$ cat config.mk
export PLATFORM = sky130hd
export DESIGN_NAME = armleocpu_mmu_xlate_flat
export DESIGN_NICKNAME = d
export VERILOG_FILES = /design/src/rtl/armleocpu_mmu_xlate_pkg.sv /design/src/rtl/armleocpu_mmu_xlate_if.sv /design/src/rtl/armleocpu_tlb_array.sv /design/src/rtl/armleocpu_mmu_xlate.sv /design/src/flat_wrapper.sv
export SDC_FILE = /design/constraint.sdc
export NUM_CORES = 1
export LEC_CHECK = 0
export BUFFER_PORTS_ARGS = -buffer_cell sky130_fd_sc_hd__buf_4
export CORE_ASPECT_RATIO = 0.9
export CORE_MARGIN = 2
export CORE_UTILIZATION = 55
export CTS_CLUSTER_DIAMETER = 60
export CTS_CLUSTER_SIZE = 40
export DETAILED_ROUTE_END_ITERATION = 12
export PLACE_DENSITY = 0.73
export SYNTH_ARGS = -nofsm -noshare
export SYNTH_HDL_FRONTEND = slang
export SYNTH_SLANG_ARGS = --single-unit
export TNS_END_PERCENT = 20
$ cat constraint.sdc
create_clock -name clk -period 8 [get_ports clk]
set_input_delay 1.6 -clock clk [delete_from_list [all_inputs] [get_ports clk]]
set_output_delay 1.6 -clock clk [all_outputs]
set_load 0.01 [all_outputs]
$ cat src/rtl/armleocpu_mmu_xlate_pkg.sv
// Shared constants and types for the SV32 translation front-end and its TLB.
// Metadata bit positions follow the PTE low byte layout.
package armleocpu_mmu_xlate_pkg;

  localparam int ARMLEOCPU_PAGE_METADATA_VALID_BIT_NUM   = 0;
  localparam int ARMLEOCPU_PAGE_METADATA_READ_BIT_NUM    = 1;
  localparam int ARMLEOCPU_PAGE_METADATA_WRITE_BIT_NUM   = 2;
  localparam int ARMLEOCPU_PAGE_METADATA_EXECUTE_BIT_NUM = 3;
  localparam int ARMLEOCPU_PAGE_METADATA_USER_BIT_NUM    = 4;
  localparam int ARMLEOCPU_PAGE_METADATA_GLOBAL_BIT_NUM  = 5;
  localparam int ARMLEOCPU_PAGE_METADATA_ACCESS_BIT_NUM  = 6;
  localparam int ARMLEOCPU_PAGE_METADATA_DIRTY_BIT_NUM   = 7;

  // Bare mode behaves like a valid, accessed, dirty RWX supervisor page.
  localparam logic [7:0] ARMLEOCPU_MMU_BARE_METADATA = 8'hCF;

  typedef struct packed {
    logic [19:0] vpn;
    logic [21:0] ppn;
    logic [7:0]  metadata;
  } tlb_entry_t;

  function automatic logic [21:0] bare_ppn(input logic [19:0] vpn);
    return {2'b00, vpn};
  endfunction

endpackage

$ cat src/rtl/armleocpu_mmu_xlate_if.sv
// Requester-side handshake bundle: translation request in, translation response out.
// master = load/store/fetch path, slave = translation front-end.
interface armleocpu_mmu_xlate_if;
  logic        req_valid;
  logic        req_ready;
  logic [19:0] req_vpn;
  logic        resp_valid;
  logic        resp_ready;
  logic [21:0] resp_ppn;
  logic [7:0]  resp_metadata;
  logic        resp_pagefault;
  logic        resp_accessfault;

  modport master (
    output req_valid, req_vpn, resp_ready,
    input  req_ready, resp_valid, resp_ppn, resp_metadata, resp_pagefault, resp_accessfault
  );

  modport slave (
    input  req_valid, req_vpn, resp_ready,
    output req_ready, resp_valid, resp_ppn, resp_metadata, resp_pagefault, resp_accessfault
  );
endinterface

$ cat src/rtl/armleocpu_tlb_array.sv
// Fully-associative TLB storage with parallel VPN compare, one write port and whole-array flush.
// Only the valid bits are reset; entry payload is plain storage.
module armleocpu_tlb_array
  import armleocpu_mmu_xlate_pkg::*;
#(
  parameter int ENTRIES_W = 3
) (
  input  logic                 clk,
  input  logic                 rst_n,
  input  logic                 flush_all,
  input  logic [19:0]          lookup_vpn,
  output logic                 hit,
  output logic [21:0]          hit_ppn,
  output logic [7:0]           hit_metadata,
  input  logic                 write_en,
  input  logic [ENTRIES_W-1:0] write_idx,
  input  tlb_entry_t           write_entry
);
  localparam int ENTRIES = 1 << ENTRIES_W;

  logic [ENTRIES-1:0] valid_reg;
  tlb_entry_t         entry_reg [ENTRIES];
  logic [ENTRIES-1:0] match;

  // Flush wins over a same-cycle fill; the front-end also suppresses that fill.
  always_ff @(posedge clk or negedge rst_n) begin
    if (!rst_n) begin
      valid_reg <= '0;
    end else if (flush_all) begin
      valid_reg <= '0;
    end else if (write_en) begin
      valid_reg[write_idx] <= 1'b1;
    end
  end

  always_ff @(posedge clk) begin
    if (write_en) begin
      entry_reg[write_idx] <= write_entry;
    end
  end

  generate
    for (genvar gi = 0; gi < ENTRIES; gi++) begin : g_cmp
      assign match[gi] = valid_reg[gi] && (entry_reg[gi].vpn == lookup_vpn);
    end
  endgenerate

  // Fills only follow misses, so at most one entry matches and an OR-mux suffices.
  always_comb begin
    hit          = |match;
    hit_ppn      = '0;
    hit_metadata = '0;
    for (int i = 0; i < ENTRIES; i++) begin
      hit_ppn      = hit_ppn      | ({22{match[i]}} & entry_reg[i].ppn);
      hit_metadata = hit_metadata | ({8{match[i]}}  & entry_reg[i].metadata);
    end
  end

endmodule

$ cat src/rtl/armleocpu_mmu_xlate.sv
// SV32 translation front-end: TLB lookup, PTW walk on miss, round-robin fill, response hold.
// Walk results are returned even when a concurrent invalidate cancels their fill.
module armleocpu_mmu_xlate
  import armleocpu_mmu_xlate_pkg::*;
#(
  parameter int TLB_ENTRIES_W = 3
) (
  input  logic                 clk,
  input  logic                 rst_n,
  armleocpu_mmu_xlate_if.slave req_if,
  input  logic                 satp_mode,
  input  logic [21:0]          satp_ppn,
  input  logic                 invalidate,
  output logic                 ptw_resolve_request,
  output logic [19:0]          ptw_virtual_address,
  output logic [21:0]          ptw_satp_ppn,
  input  logic                 ptw_resolve_done,
  input  logic                 ptw_resolve_pagefault,
  input  logic                 ptw_resolve_accessfault,
  input  logic [7:0]           ptw_resolve_metadata,
  input  logic [21:0]          ptw_resolve_physical_address
);
  typedef enum logic [2:0] {
    IDLE      = 3'd0,
    LOOKUP    = 3'd1,
    WALK_REQ  = 3'd2,
    WALK_WAIT = 3'd3,
    RESP      = 3'd4
  } state_t;

  state_t                   state_reg;
  logic [19:0]              vpn_reg;
  logic                     mode_reg;
  logic                     fill_cancel_reg;
  logic [TLB_ENTRIES_W-1:0] ptr_reg;
  logic                     req_ready_reg;
  logic                     resp_valid_reg;
  logic [21:0]              resp_ppn_reg;
  logic [7:0]               resp_metadata_reg;
  logic                     resp_pagefault_reg;
  logic                     resp_accessfault_reg;
  logic                     ptw_req_reg;

  logic        tlb_hit;
  logic [21:0] tlb_hit_ppn;
  logic [7:0]  tlb_hit_metadata;
  logic        fill_en;
  tlb_entry_t  fill_entry;

  assign req_if.req_ready        = req_ready_reg;
  assign req_if.resp_valid       = resp_valid_reg;
  assign req_if.resp_ppn         = resp_ppn_reg;
  assign req_if.resp_metadata    = resp_metadata_reg;
  assign req_if.resp_pagefault   = resp_pagefault_reg;
  assign req_if.resp_accessfault = resp_accessfault_reg;

  assign ptw_resolve_request = ptw_req_reg;
  assign ptw_virtual_address = vpn_reg;
  assign ptw_satp_ppn        = satp_ppn;

  // Faults are never cached, and an invalidate anywhere in the walk cancels the fill.
  assign fill_en = (state_reg == WALK_WAIT) && ptw_resolve_done
                && !ptw_resolve_pagefault && !ptw_resolve_accessfault
                && !fill_cancel_reg && !invalidate;

  assign fill_entry = '{vpn: vpn_reg, ppn: ptw_resolve_physical_address,
                        metadata: ptw_resolve_metadata};

  armleocpu_tlb_array #(
    .ENTRIES_W (TLB_ENTRIES_W)
  ) u_tlb (
    .clk          (clk),
    .rst_n        (rst_n),
    .flush_all    (invalidate),
    .lookup_vpn   (vpn_reg),
    .hit          (tlb_hit),
    .hit_ppn      (tlb_hit_ppn),
    .hit_metadata (tlb_hit_metadata),
    .write_en     (fill_en),
    .write_idx    (ptr_reg),
    .write_entry  (fill_entry)
  );

  always_ff @(posedge clk or negedge rst_n) begin
    if (!rst_n) begin
      state_reg            <= IDLE;
      vpn_reg              <= '0;
      mode_reg             <= 1'b0;
      fill_cancel_reg      <= 1'b0;
      ptr_reg              <= '0;
      req_ready_reg        <= 1'b0;
      resp_valid_reg       <= 1'b0;
      resp_ppn_reg         <= '0;
      resp_metadata_reg    <= '0;
      resp_pagefault_reg   <= 1'b0;
      resp_accessfault_reg <= 1'b0;
      ptw_req_reg          <= 1'b0;
    end else begin
      case (state_reg)
        IDLE: begin
          if (req_if.req_valid && req_ready_reg) begin
            vpn_reg         <= req_if.req_vpn;
            mode_reg        <= satp_mode;
            fill_cancel_reg <= 1'b0;
            req_ready_reg   <= 1'b0;
            state_reg       <= LOOKUP;
          end else begin
            req_ready_reg   <= 1'b1;
          end
        end
        LOOKUP: begin
          if (!mode_reg) begin
            resp_ppn_reg         <= bare_ppn(vpn_reg);
            resp_metadata_reg    <= ARMLEOCPU_MMU_BARE_METADATA;
            resp_pagefault_reg   <= 1'b0;
            resp_accessfault_reg <= 1'b0;
            resp_valid_reg       <= 1'b1;
            state_reg            <= RESP;
          end else if (tlb_hit && !invalidate) begin
            resp_ppn_reg         <= tlb_hit_ppn;
            resp_metadata_reg    <= tlb_hit_metadata;
            resp_pagefault_reg   <= 1'b0;
            resp_accessfault_reg <= 1'b0;
            resp_valid_reg       <= 1'b1;
            state_reg            <= RESP;
          end else begin
            ptw_req_reg <= 1'b1;
            state_reg   <= WALK_REQ;
          end
        end
        WALK_REQ: begin
          ptw_req_reg <= 1'b0;
          if (invalidate) fill_cancel_reg <= 1'b1;
          state_reg   <= WALK_WAIT;
        end
        WALK_WAIT: begin
          if (invalidate) fill_cancel_reg <= 1'b1;
          if (ptw_resolve_done) begin
            resp_ppn_reg         <= ptw_resolve_physical_address;
            resp_metadata_reg    <= ptw_resolve_metadata;
            resp_pagefault_reg   <= ptw_resolve_pagefault;
            resp_accessfault_reg <= ptw_resolve_accessfault;
            resp_valid_reg       <= 1'b1;
            state_reg            <= RESP;
            if (fill_en) ptr_reg <= ptr_reg + 1'b1;
          end
        end
        RESP: begin
          if (req_if.resp_ready) begin
            resp_valid_reg <= 1'b0;
            req_ready_reg  <= 1'b1;
            state_reg      <= IDLE;
          end
        end
        default: begin
          state_reg <= IDLE;
        end
      endcase
    end
  end

endmodule

$ cat src/flat_wrapper.sv
// flat-port wrapper written by rule: the top's interface ports become plain ports
module armleocpu_mmu_xlate_flat import armleocpu_mmu_xlate_pkg::*;
#(
  parameter int TLB_ENTRIES_W = 3
)
  (clk, rst_n, satp_mode, satp_ppn, invalidate, ptw_resolve_request, ptw_virtual_address, ptw_satp_ppn, ptw_resolve_done, ptw_resolve_pagefault, ptw_resolve_accessfault, ptw_resolve_metadata, ptw_resolve_physical_address, req_if_req_valid, req_if_req_vpn, req_if_resp_ready, req_if_req_ready, req_if_resp_valid, req_if_resp_ppn, req_if_resp_metadata, req_if_resp_pagefault, req_if_resp_accessfault);
  armleocpu_mmu_xlate_if req_if_i ();
  input  logic clk;
  input  logic rst_n;
  input  logic satp_mode;
  input  logic [21:0] satp_ppn;
  input  logic invalidate;
  output logic ptw_resolve_request;
  output logic [19:0] ptw_virtual_address;
  output logic [21:0] ptw_satp_ppn;
  input  logic ptw_resolve_done;
  input  logic ptw_resolve_pagefault;
  input  logic ptw_resolve_accessfault;
  input  logic [7:0] ptw_resolve_metadata;
  input  logic [21:0] ptw_resolve_physical_address;
  input wire logic [$bits(req_if_i.req_valid)-1:0] req_if_req_valid;
  input wire logic [$bits(req_if_i.req_vpn)-1:0] req_if_req_vpn;
  input wire logic [$bits(req_if_i.resp_ready)-1:0] req_if_resp_ready;
  output wire logic [$bits(req_if_i.req_ready)-1:0] req_if_req_ready;
  output wire logic [$bits(req_if_i.resp_valid)-1:0] req_if_resp_valid;
  output wire logic [$bits(req_if_i.resp_ppn)-1:0] req_if_resp_ppn;
  output wire logic [$bits(req_if_i.resp_metadata)-1:0] req_if_resp_metadata;
  output wire logic [$bits(req_if_i.resp_pagefault)-1:0] req_if_resp_pagefault;
  output wire logic [$bits(req_if_i.resp_accessfault)-1:0] req_if_resp_accessfault;
  assign req_if_i.req_valid = req_if_req_valid;
  assign req_if_i.req_vpn = req_if_req_vpn;
  assign req_if_i.resp_ready = req_if_resp_ready;
  assign req_if_req_ready = req_if_i.req_ready;
  assign req_if_resp_valid = req_if_i.resp_valid;
  assign req_if_resp_ppn = req_if_i.resp_ppn;
  assign req_if_resp_metadata = req_if_i.resp_metadata;
  assign req_if_resp_pagefault = req_if_i.resp_pagefault;
  assign req_if_resp_accessfault = req_if_i.resp_accessfault;
  armleocpu_mmu_xlate #(.TLB_ENTRIES_W(TLB_ENTRIES_W)) u_core (.clk(clk), .rst_n(rst_n), .req_if(req_if_i), .satp_mode(satp_mode), .satp_ppn(satp_ppn), .invalidate(invalidate), .ptw_resolve_request(ptw_resolve_request), .ptw_virtual_address(ptw_virtual_address), .ptw_satp_ppn(ptw_satp_ppn), .ptw_resolve_done(ptw_resolve_done), .ptw_resolve_pagefault(ptw_resolve_pagefault), .ptw_resolve_accessfault(ptw_resolve_accessfault), .ptw_resolve_metadata(ptw_resolve_metadata), .ptw_resolve_physical_address(ptw_resolve_physical_address));
endmodule
Word level (Yosys, flattened, before mapping). Memories as Yosys holds them, arrays and structs flattened. Cells that the tools add are included.

Register bits: 71. Memory bits (writable): 400. Output and inout port bits: 77. Logic and storage cells: 144. Memories: 1.

Memory list: u_core.u_tlb.entry_reg (words 8, width 50, rd ports 8, clocked after Yosys merged registers in 0, write ports 1, line armleocpu_tlb_array.sv:22) `tlb_entry_t entry_reg [ENTRIES];`.

Add/sub/neg operators: 1. Order comparisons: 2. Eq/ne operators: 19. Multiplexer cells: 40. Bitwise operators: 31. Reduce and logical (&&, ||, !) cells: 37.

Operators with widths (count): $and 22x22->22 (8); $eq 20x20->1 (8); $or 22x22->22 (7); $mux 22 (3); $and 8x8->8 (8); $or 8x8->8 (8); $pmux 22 s2 (1); $mux 8 (5); $mux 1 (17); $logic_and 1x1->1 (16); $pmux 8 s2 (1); $mux 3 (5); $pmux 3 s5 (1); $reduce_and 3->1 (5); $pmux 1 s2 (5); $reduce_bool 2->1 (5); $reduce_or 8->1 (1); $eq 3x2->1 const B (2); $ne 2x1->1 const B (3); $ne 2x2->1 const B (3); $logic_not 1->1 (4); $lt 3x4->1 const B (1); $reduce_and 2->1 (2); $reduce_and 4->1 (1); other kinds (10) (10).

Depth between registers and ports, before layout. Gate-level depths: netlist (run 1).

Depth after elaboration: 13. Gate-level depth with buffers: 10.

Cells and area by module. From an unflattened synthesis (run 1), not the netlist that was laid out.

Cells, all modules: 1287. Area, all modules: 19748.9 µm².

By module, submodules not included: armleocpu_tlb_array (times used 1, cells an instance 1034, area an instance 16492.1 µm²); armleocpu_mmu_xlate (times used 1, cells an instance 253, area an instance 3256.9 µm²).

Worst setup path after synthesis (run 1). OpenSTA, ideal clock, no wires.

Path kind: input -> register. From: in ptw_resolve_pagefault. To: mem u_core.u_tlb.entry_reg[1][0] in the netlist's numbering (enable). Arrival: 6309 ps. Required time: 7478 ps. Slack: 1170 ps. Stages on the path: 4. Cells stage by stage: or4b_2 > nor3_1 > nand2_1 > nor3_1.

Word-level cells in the longest chain between the ends: 7.

Ends and longest elaborated chain: start, declared (line flat_wrapper.sv:17) `input logic ptw_resolve_pagefault;`; $logic_not 1->1 (line armleocpu_mmu_xlate.sv:63) `&& !ptw_resolve_pagefault && !ptw_resolve_accessfault`; $logic_and 1x1->1 (2 in series) (line armleocpu_mmu_xlate.sv:63); $logic_and 1x1->1 (2 in series) (line armleocpu_mmu_xlate.sv:64) `&& !fill_cancel_reg && !invalidate;`; $mux 1 (line armleocpu_tlb_array.sv:37) `if (write_en) begin`; $mux 1 (implied by the code) (line armleocpu_tlb_array.sv:38) `entry_reg[write_idx] <= write_entry;`; end, declared (line armleocpu_tlb_array.sv:22).

No other way between the ends.

Worst setup path in the final report (run 1).
From: in ptw_resolve_pagefault. To: mem u_core.u_tlb.entry_reg[3][38] in the netlist's numbering (enable).

The elaborated chain is that of the path after synthesis.

==> metrics.md, run 1 <==
| Metric | Value |
|---|---|
| Flop pwr share | 46.6% |
| Post-DP Area | 20850 um2 |
| Max Root-Sink Buffers | 3 |
| Layout cells sized above 1 | 18.72% |
| Final Setup Violations | 0 |
| Post-synth top flop | edfxtp_1 |
| # DRC | 0 |
| Port Buf Inserts | 113 |
| Die W | 202.1 um |
| Setup Skew | 0.02364 ns |
| Area growth syn-to-layout | 13.07% |
| CTS tree | built |
| Worst-Margin Slew | 1.211 ns |
| Mapped Cells | 1265 |
| Total GRT Usage | 25.42% |
| Cell Area, Synth | 19420 um2 |
| Arrival time at the worst endpoint | 4.62 ns |
| Full die area | 36830 um2 |
| Initial antenna violation count | 1 |
| First-pass GRT wire length | 70550 um |
| Crit share post-route | 54.71% |
| Logic pwr share | 27.8% |
| Pint | 4.507 mW |
| Syn avg cell area | 15.35 um2 |
| Sw power | 2.345 mW |
| Leak Pwr | 7.700 nW |
| Pins Over Slew Limit | 0 |
| Max FFs per register | 400 |
| I/O pin count | 158 |
| Worst Hold Class | reg -> reg |
| Initial drt markers | 1287 |
| RSZ-0062 raised after global routing | false |
| Peak VDD IR | 251.3 uV |
| Setup Fix Bufs, Post-CTS | 0 |
| Pwr Total | 6.852 mW |
| Status | completed |
| Layout Utilization | 62.93% |
| Die height | 182.3 um |
| Design area | 21960 um2 |
| Routability Congestion | 0.8608 |
| Routed Antenna Nets | 0 |
| GRT overflow | 0 |
| Worst hold start | u_core.ptw_virtual_address[16] |
| Final WL | 46830 um |
| Largest net degree at the start of global routing | 52 |
| Drt wl/cell | 25.19 um |
| Layout Nets | 1448 |
| Resized Gates After CTS | 0 |
| Mapped Nets | 1347 |
| Ys async rst share | 15.07% |
| Worst reg-to-reg path cell count | 9 |
| YS warnings | 0 |
| Netlist cell types | 58 |
| Final min period | 4.376 ns |
| First-pass DRT Iterations | 6 |
| Detailed-route via count | 11660 |
| Depth of the worst hold-timing path | 0 |
| Max Clock Freq | 228.5 MHz |
| Normalized max-slew margin | 19.27% |
| R2r endpoint | u_core.req_if.resp_ppn[2] |
| Via density | 6.271 |
| DPL Wire Length | 28190 um |
| Synth Register Bits | 471 |
| Clock slew at reported path FFs | 0.09 ns |
| Fin Hold WS | 0.4834 ns |
| Final hold violation count | 0 |
| Core Area | 34890 um2 |
| Clock group share of total power | 25.7% |
| Reg2reg setup slack | 3.70 ns |
| CP Class | in -> reg |
| Sum Neg Setup Slack | 0 ns |
| Number of global-route vias before repair | 11470 |
| CP required | 8.24 ns |
| RR Startpoint | u_core.ptw_virtual_address[5] |
| Clock latency on the worst-skew pair | 0.60 ns |
| Sw Ratio | 34.23% |
| Total CTS buffers | 29 |
| CP Capture Type | flop |
| Max-cap viol count | 0 |
| CTS root buf | clkbuf_16 |
| Critical path peak fanout | 30 |
| # clock sinks | 471 |
| CTS H-Tree Depth | 1 |
| Initial core utilization | 55.66% |
| Crit path launch type | input pin |
| Pwr/cell area | 312.0 nW/um2 |
| Post-synth EDFFs | 400 |
| Sequential-to-total area share from yosys stat | 71.00% |
| Post-CTS Hold Fix Bufs | 0 |
| Worst-case hold path end point | u_core.u_tlb.entry_reg[3][46] |
| # rows | 65 |
-- worst max path at each step --
stage                                  start                        endpoint
2_1_floorplan          ptw_resolve_pagefault    u_core.u_tlb.entry_reg[1][0]
5_1_grt        u_core.ptw_virtual_address[4]  u_core.req_if.resp_metadata[3]
6_report               ptw_resolve_pagefault   u_core.u_tlb.entry_reg[3][38]
3_5_place_dp           ptw_resolve_pagefault   u_core.u_tlb.entry_reg[3][39]
3_3_place_gp           ptw_resolve_pagefault   u_core.u_tlb.entry_reg[3][44]
4_1_cts                ptw_resolve_pagefault   u_core.u_tlb.entry_reg[3][35]
-- area by class of cell --
cell class,count,area (um2)
multi-input cells,699,5260
clock inverters,24,374.1
inverters,6,22.52
diodes,1,2.502
flip-flops and latches,471,13790
fillers,2548,12930
well taps,469,586.8
clock buffers,30,729.5
repair buffers,159,1194
-- Yosys cell counts, types with 4 or more instances --
library cell | n | area [um2]
o22ai_1 | 4 | 25.02
mux2_1 | 16 | 180.2
nand4_1 | 46 | 287.8
nand3_1 | 27 | 135.1
xor2_1 | 52 | 455.4
o31ai_1 | 8 | 60.06
o211ai_1 | 7 | 52.55
o21ai_0 | 24 | 120.1
nor4_1 | 12 | 75.07
o211a_1 | 4 | 40.04
nor2_1 | 24 | 90.09
nor2b_1 | 4 | 25.02
a22o_1 | 4 | 35.03
dfrtp_1 | 71 | 1777
buf_4 | 25 | 187.7
a222oi_1 | 26 | 260.3
edfxtp_1 | 400 | 12010
and2_1 | 6 | 37.54
inv_1 | 5 | 18.77
a21oi_1 | 26 | 130.1
mux2_2 | 27 | 304.0
a31oi_1 | 25 | 156.4
a2111oi_0 | 25 | 219.0
or4_1 | 16 | 120.1
nor3_1 | 6 | 30.03
nand2_1 | 25 | 93.84
buf_2 | 20 | 100.1
or3_1 | 26 | 162.7
nor4bb_1 | 5 | 50.05
and3_1 | 84 | 525.5
xnor2_1 | 112 | 980.9
nor4b_1 | 5 | 43.79
a21o_1 | 10 | 75.07
clkbuf_1 | 41 | 153.9
nand2b_1 | 11 | 68.82
-- critical path: stages --
cell and delay [ns]:
buf_4 0.11, or4b_2 0.66, nor3_1 0.60, nand2_1 0.39
nor2_4 0.71, buf_4 0.50
-- through the flow --
stage / cells / worst slack [ns]
final: 1859 / 3.624
after global routing: 1858 / 3.370
after CTS: 1858 / 3.699
after detailed placement: 1804 / 3.071
after global placement: 1804 / 3.110
after floorplan: 1265 / 1.170
-- metal layers --
layer	global-route usage, %	part of all wire, %
met5	0	0
met4	5.412	1.6
met3	3.875	9.0
met2	39.55	46
met1	38.41	43
-- cell usage in the layout (no fill, tap or decap), drive strengths merged, types with 6 or more instances in the layout --
cell type  instances
xnor2            112
xor2              52
clkbuf            30
edfxtp           400
a31oi             25
nand4             46
nand2b            11
and2               8
nor4              14
and3              84
or4               16
a222oi            26
inv               26
nor2              24
a21o              10
a21oi             26
o21ai             25
buf              159
mux2              43
a2111oi           25
dfrtp             71
or3               26
nor3               6
nand2             25
o31ai              8
nand3             27
o211ai             7
-- power groups by stage --
| stage | clock (mW) | sequential (mW) | combinational [mW] |
|---|---|---|---|
| floorplan | 0 | 3.20 | 1.13 |
| global placement | 0 | 3.24 | 1.87 |
| detailed placement | 0 | 3.25 | 1.89 |
| CTS | 1.78 | 3.19 | 1.90 |
| global route | 1.86 | 3.22 | 2.06 |
| finish | 1.76 | 3.19 | 1.90 |
-- cell families after synthesis --
| group | Yosys count | synth area share [%] |
|---|---|---|
| flops | 471 | 71.00 |
| compound gates | 178 | 6.765 |
| simple gates | 313 | 9.716 |
| fa+ha+maj | 1 | 0.06442 |
| mux | 43 | 2.493 |
| buf+inv | 95 | 2.564 |
| xor+xnor | 164 | 7.396 |
No activity file was read; power rests on OpenSTA's default activity.
==> run 2, diff against run 1 <==
--- a/config.mk
+++ b/config.mk
@@ -8,11 +8,11 @@
 export BUFFER_PORTS_ARGS = -buffer_cell sky130_fd_sc_hd__buf_4
 export CORE_ASPECT_RATIO = 0.9
 export CORE_MARGIN = 2
-export CORE_UTILIZATION = 55
+export CORE_UTILIZATION = 54
 export CTS_CLUSTER_DIAMETER = 60
 export CTS_CLUSTER_SIZE = 40
 export DETAILED_ROUTE_END_ITERATION = 12
-export PLACE_DENSITY = 0.73
+export PLACE_DENSITY = 0.75
 export SYNTH_ARGS = -nofsm -noshare
 export SYNTH_HDL_FRONTEND = slang
 export SYNTH_SLANG_ARGS = --single-unit
==> constraint.sdc (replaced) <==
create_clock -name clk -period 4 [get_ports clk]
set_input_delay 0.8 -clock clk [delete_from_list [all_inputs] [get_ports clk]]
set_output_delay 0.8 -clock clk [all_outputs]
set_load 0.01 [all_outputs]
==> run 2 against run 1 <==
Compared with the run above:
- sequential power up 100%
- design area up 1.4%
- critical path type is now reg -> reg
- die area up 1.8%
- core utilization up 0.32 points
- cell count up 1.5%
- clock skew down 0.0043 ns
- non-clock buffer count up 21
==> metrics.md, run 2 (synthesized netlist as in run 1, its figures left out) <==
| Metric | Value |
|---|---|
| Crit path launch type | flop (was input pin) |
| RSZ-0062 raised after global routing | false (unchanged) |
| Final Setup Violations | 0 (unchanged) |
| CP required | 4.43 ns (was 8.24 ns) |
| Port Buf Inserts | 113 (unchanged) |
| Pwr/cell area | 631.2 nW/um2 (was 312.0 nW/um2) |
| CP Capture Type | flop (unchanged) |
| Status | completed (unchanged) |
| Ant diodes | 0 (was 1) |
| Layout cells sized above 1 | 20.18% (was 18.72%) |
| Reg2reg setup slack | 0.41 ns (was 3.70 ns) |
| Pins Over Slew Limit | 0 (unchanged) |
| Setup Skew | 0.01938 ns (was 0.02364 ns) |
| Met3 routed WL | 4941 um (was 4233 um) |
| GRT overflow | 0 (unchanged) |
| Drt wl/cell | 26.46 um (was 25.19 um) |
| Leak Pwr | 7.847 nW (was 7.700 nW) |
| Normalized max-slew margin | 35.33% (was 19.27%) |
| Final WL | 49910 um (was 46830 um) |
| Total CTS buffers | 34 (was 29) |
| Area growth syn-to-layout | 14.70% (was 13.07%) |
| Fill cell count | 2495 (was 2548) |
| Resized Gates After CTS | 0 (unchanged) |
| Total GRT Usage | 26.59% (was 25.42%) |
| Commonest non-fill, non-tap cell in the layout | edfxtp_1 (unchanged) |
| Final min period | 3.588 ns |
| Most frequent cells in the layout | edfxtp_1 (400), buf_4 (174), xnor2_1 (112), and3_1 (84), dfrtp_1 (71) (was edfxtp_1 (400), buf_4 (159), xnor2_1 (112), and3_1 (84), dfrtp_1 (71)) |
| Worst reg-to-reg path cell count | 8 (was 9) |
| Largest net degree at the start of global routing | 60 (was 52) |
| Max FFs per register | 400 (unchanged) |
| Design area | 22270 um2 (was 21960 um2) |
| DPL Wire Length | 31020 um (was 28190 um) |
| Top sig layer | met4 (unchanged) |
| Clock latency on the worst-skew pair | 0.54 ns (was 0.60 ns) |
| Final hold violation count | 0 (unchanged) |
| # rows | 65 (unchanged) |
| First-pass GRT wire length | 73470 um (was 70550 um) |
| First-pass DRT Iterations | 10 (was 6) |
| CP Class | reg -> reg (was in -> reg) |
| Fin Hold WS | 0.3763 ns (was 0.4834 ns) |
| Critical path peak fanout | 23 (was 30) |
| Arrival time at the worst endpoint | 4.02 ns (was 4.62 ns) |
| I/O pin count | 158 (unchanged) |
| Post-DP Area | 21100 um2 (was 20850 um2) |
| # DRC | 0 (unchanged) |
| Detailed-route via count | 12030 (was 11660) |
| Number of global-route vias before repair | 11540 (was 11470) |
| Max-cap viol count | 0 (unchanged) |
| Post-CTS Hold Fix Bufs | 0 (unchanged) |
| Routability Congestion | 0.8996 (was 0.8608) |
| Worst-Margin Slew | 0.9628 ns (was 1.211 ns) |
| Placed cell count | 1825 (was 1804) |
| Crit share post-route | 89.69% |
| Die height | 183.9 um (was 182.3 um) |
| Max Clock Freq | 278.7 MHz |
| Initial core utilization | 55.15% (was 55.66%) |
| # clock sinks | 471 (unchanged) |
| Worst Hold Class | in -> async (was reg -> reg) |
| Core Area | 35220 um2 (was 34890 um2) |
| CTS tree | built (unchanged) |
| CTS root buf | clkbuf_16 (unchanged) |
| Layout Nets | 1474 (was 1448) |
| CTS H-Tree Depth | 2 (was 1) |
| Peak VDD IR | 316.5 uV (was 251.3 uV) |
| Clock slew at reported path FFs | 0.09 ns (about the same) |
| Finished Layout Cells | 1886 (was 1859) |
| Via density | 6.381 (was 6.271) |
| Max Root-Sink Buffers | 3 (unchanged) |
| Routed Antenna Nets | 0 (unchanged) |
| Full die area | 37500 um2 (was 36830 um2) |
| Die W | 203.9 um (was 202.1 um) |
| Sum Neg Setup Slack | 0 ns (unchanged) |
| Setup Fix Bufs, Post-CTS | 0 (unchanged) |
| M1 WL | 20670 um (was 20170 um) |
| Metal2 WL | 23010 um (was 21650 um) |
| Initial drt markers | 1565 (was 1287) |
| Initial antenna violation count | 1 (unchanged) |
-- run 2: cell count changes in the layout (fill, tap and decap cells not counted), sizes merged --
cell	previous run	this run
buf	159	180
bufinv	0	3
clkbuf	30	38
clkinv	4	8
clkinvlp	0	3
diode	1	0
inv	26	15
-- run 2: power by group --
part / total, mW / leakage, nW / switching, mW / internal, mW
Combinational: 3.88 / 2.81 / 2.22 / 1.66
Sequential: 6.49 / 4.47 / 0.618 / 5.87
Clock: 3.69 / 0.569 / 1.80 / 1.89
-- run 2: per-layer routing --
layer	GRT usage, %	up-vias
li1	-	5172
met1	38.97	6072
met2	40.88	693
met3	4.679	97
met4	8.263	0
met5	0	-
-- run 2: area by class of cell --
class	count	area (um2)	share of cell area, %
Clock buffer	38	897.1	4.028
Clock inverter	23	280.3	1.258
Inverter	6	22.52	0.1011
Multi-Input combinational cell	699	5273	23.67
Sequential cell	471	13790	61.90
Tap cell	469	586.8	2.635
Timing Repair Buffer	180	1426	6.404
-- run 2: stage by stage --
step	worst slack (ns)	utilization [%]	total power, mW
finish	0.4125	63.25	14.06
global route	0.2577	63.25	14.59
CTS	0.4286	63.25	14.07
detailed placement	0.4574	59.91	10.42
global placement	0.5108	59.91	10.33
floorplan	-0.6730	-	8.661
-- run 2: worst max-delay path, cell delays in order (launching register included) --
cell and delay [ns]:
dfrtp_1 0.73, xor2_1 0.14, or4_1 0.52, or4_1 0.60, o2bb2ai_1 0.32, nor4_4 0.16
o21ai_4 0.17, buf_4 0.42, mux2_2 0.40
-- run 2: final timing paths --
kind / start / end
worst min-delay path: rst_n / u_core.u_tlb.valid_reg[6]
worst max-delay path: u_core.ptw_virtual_address[5] / u_core.req_if.resp_ppn[3]
worst min register to register: u_core.req_if.resp_ppn[9] / u_core.req_if.resp_ppn[9]
max in group asynchronous: rst_n / u_core.ptw_virtual_address[12]
worst max register to register: u_core.ptw_virtual_address[5] / u_core.req_if.resp_ppn[3]
min in group clk: req_if_req_vpn[5] / u_core.ptw_virtual_address[5]
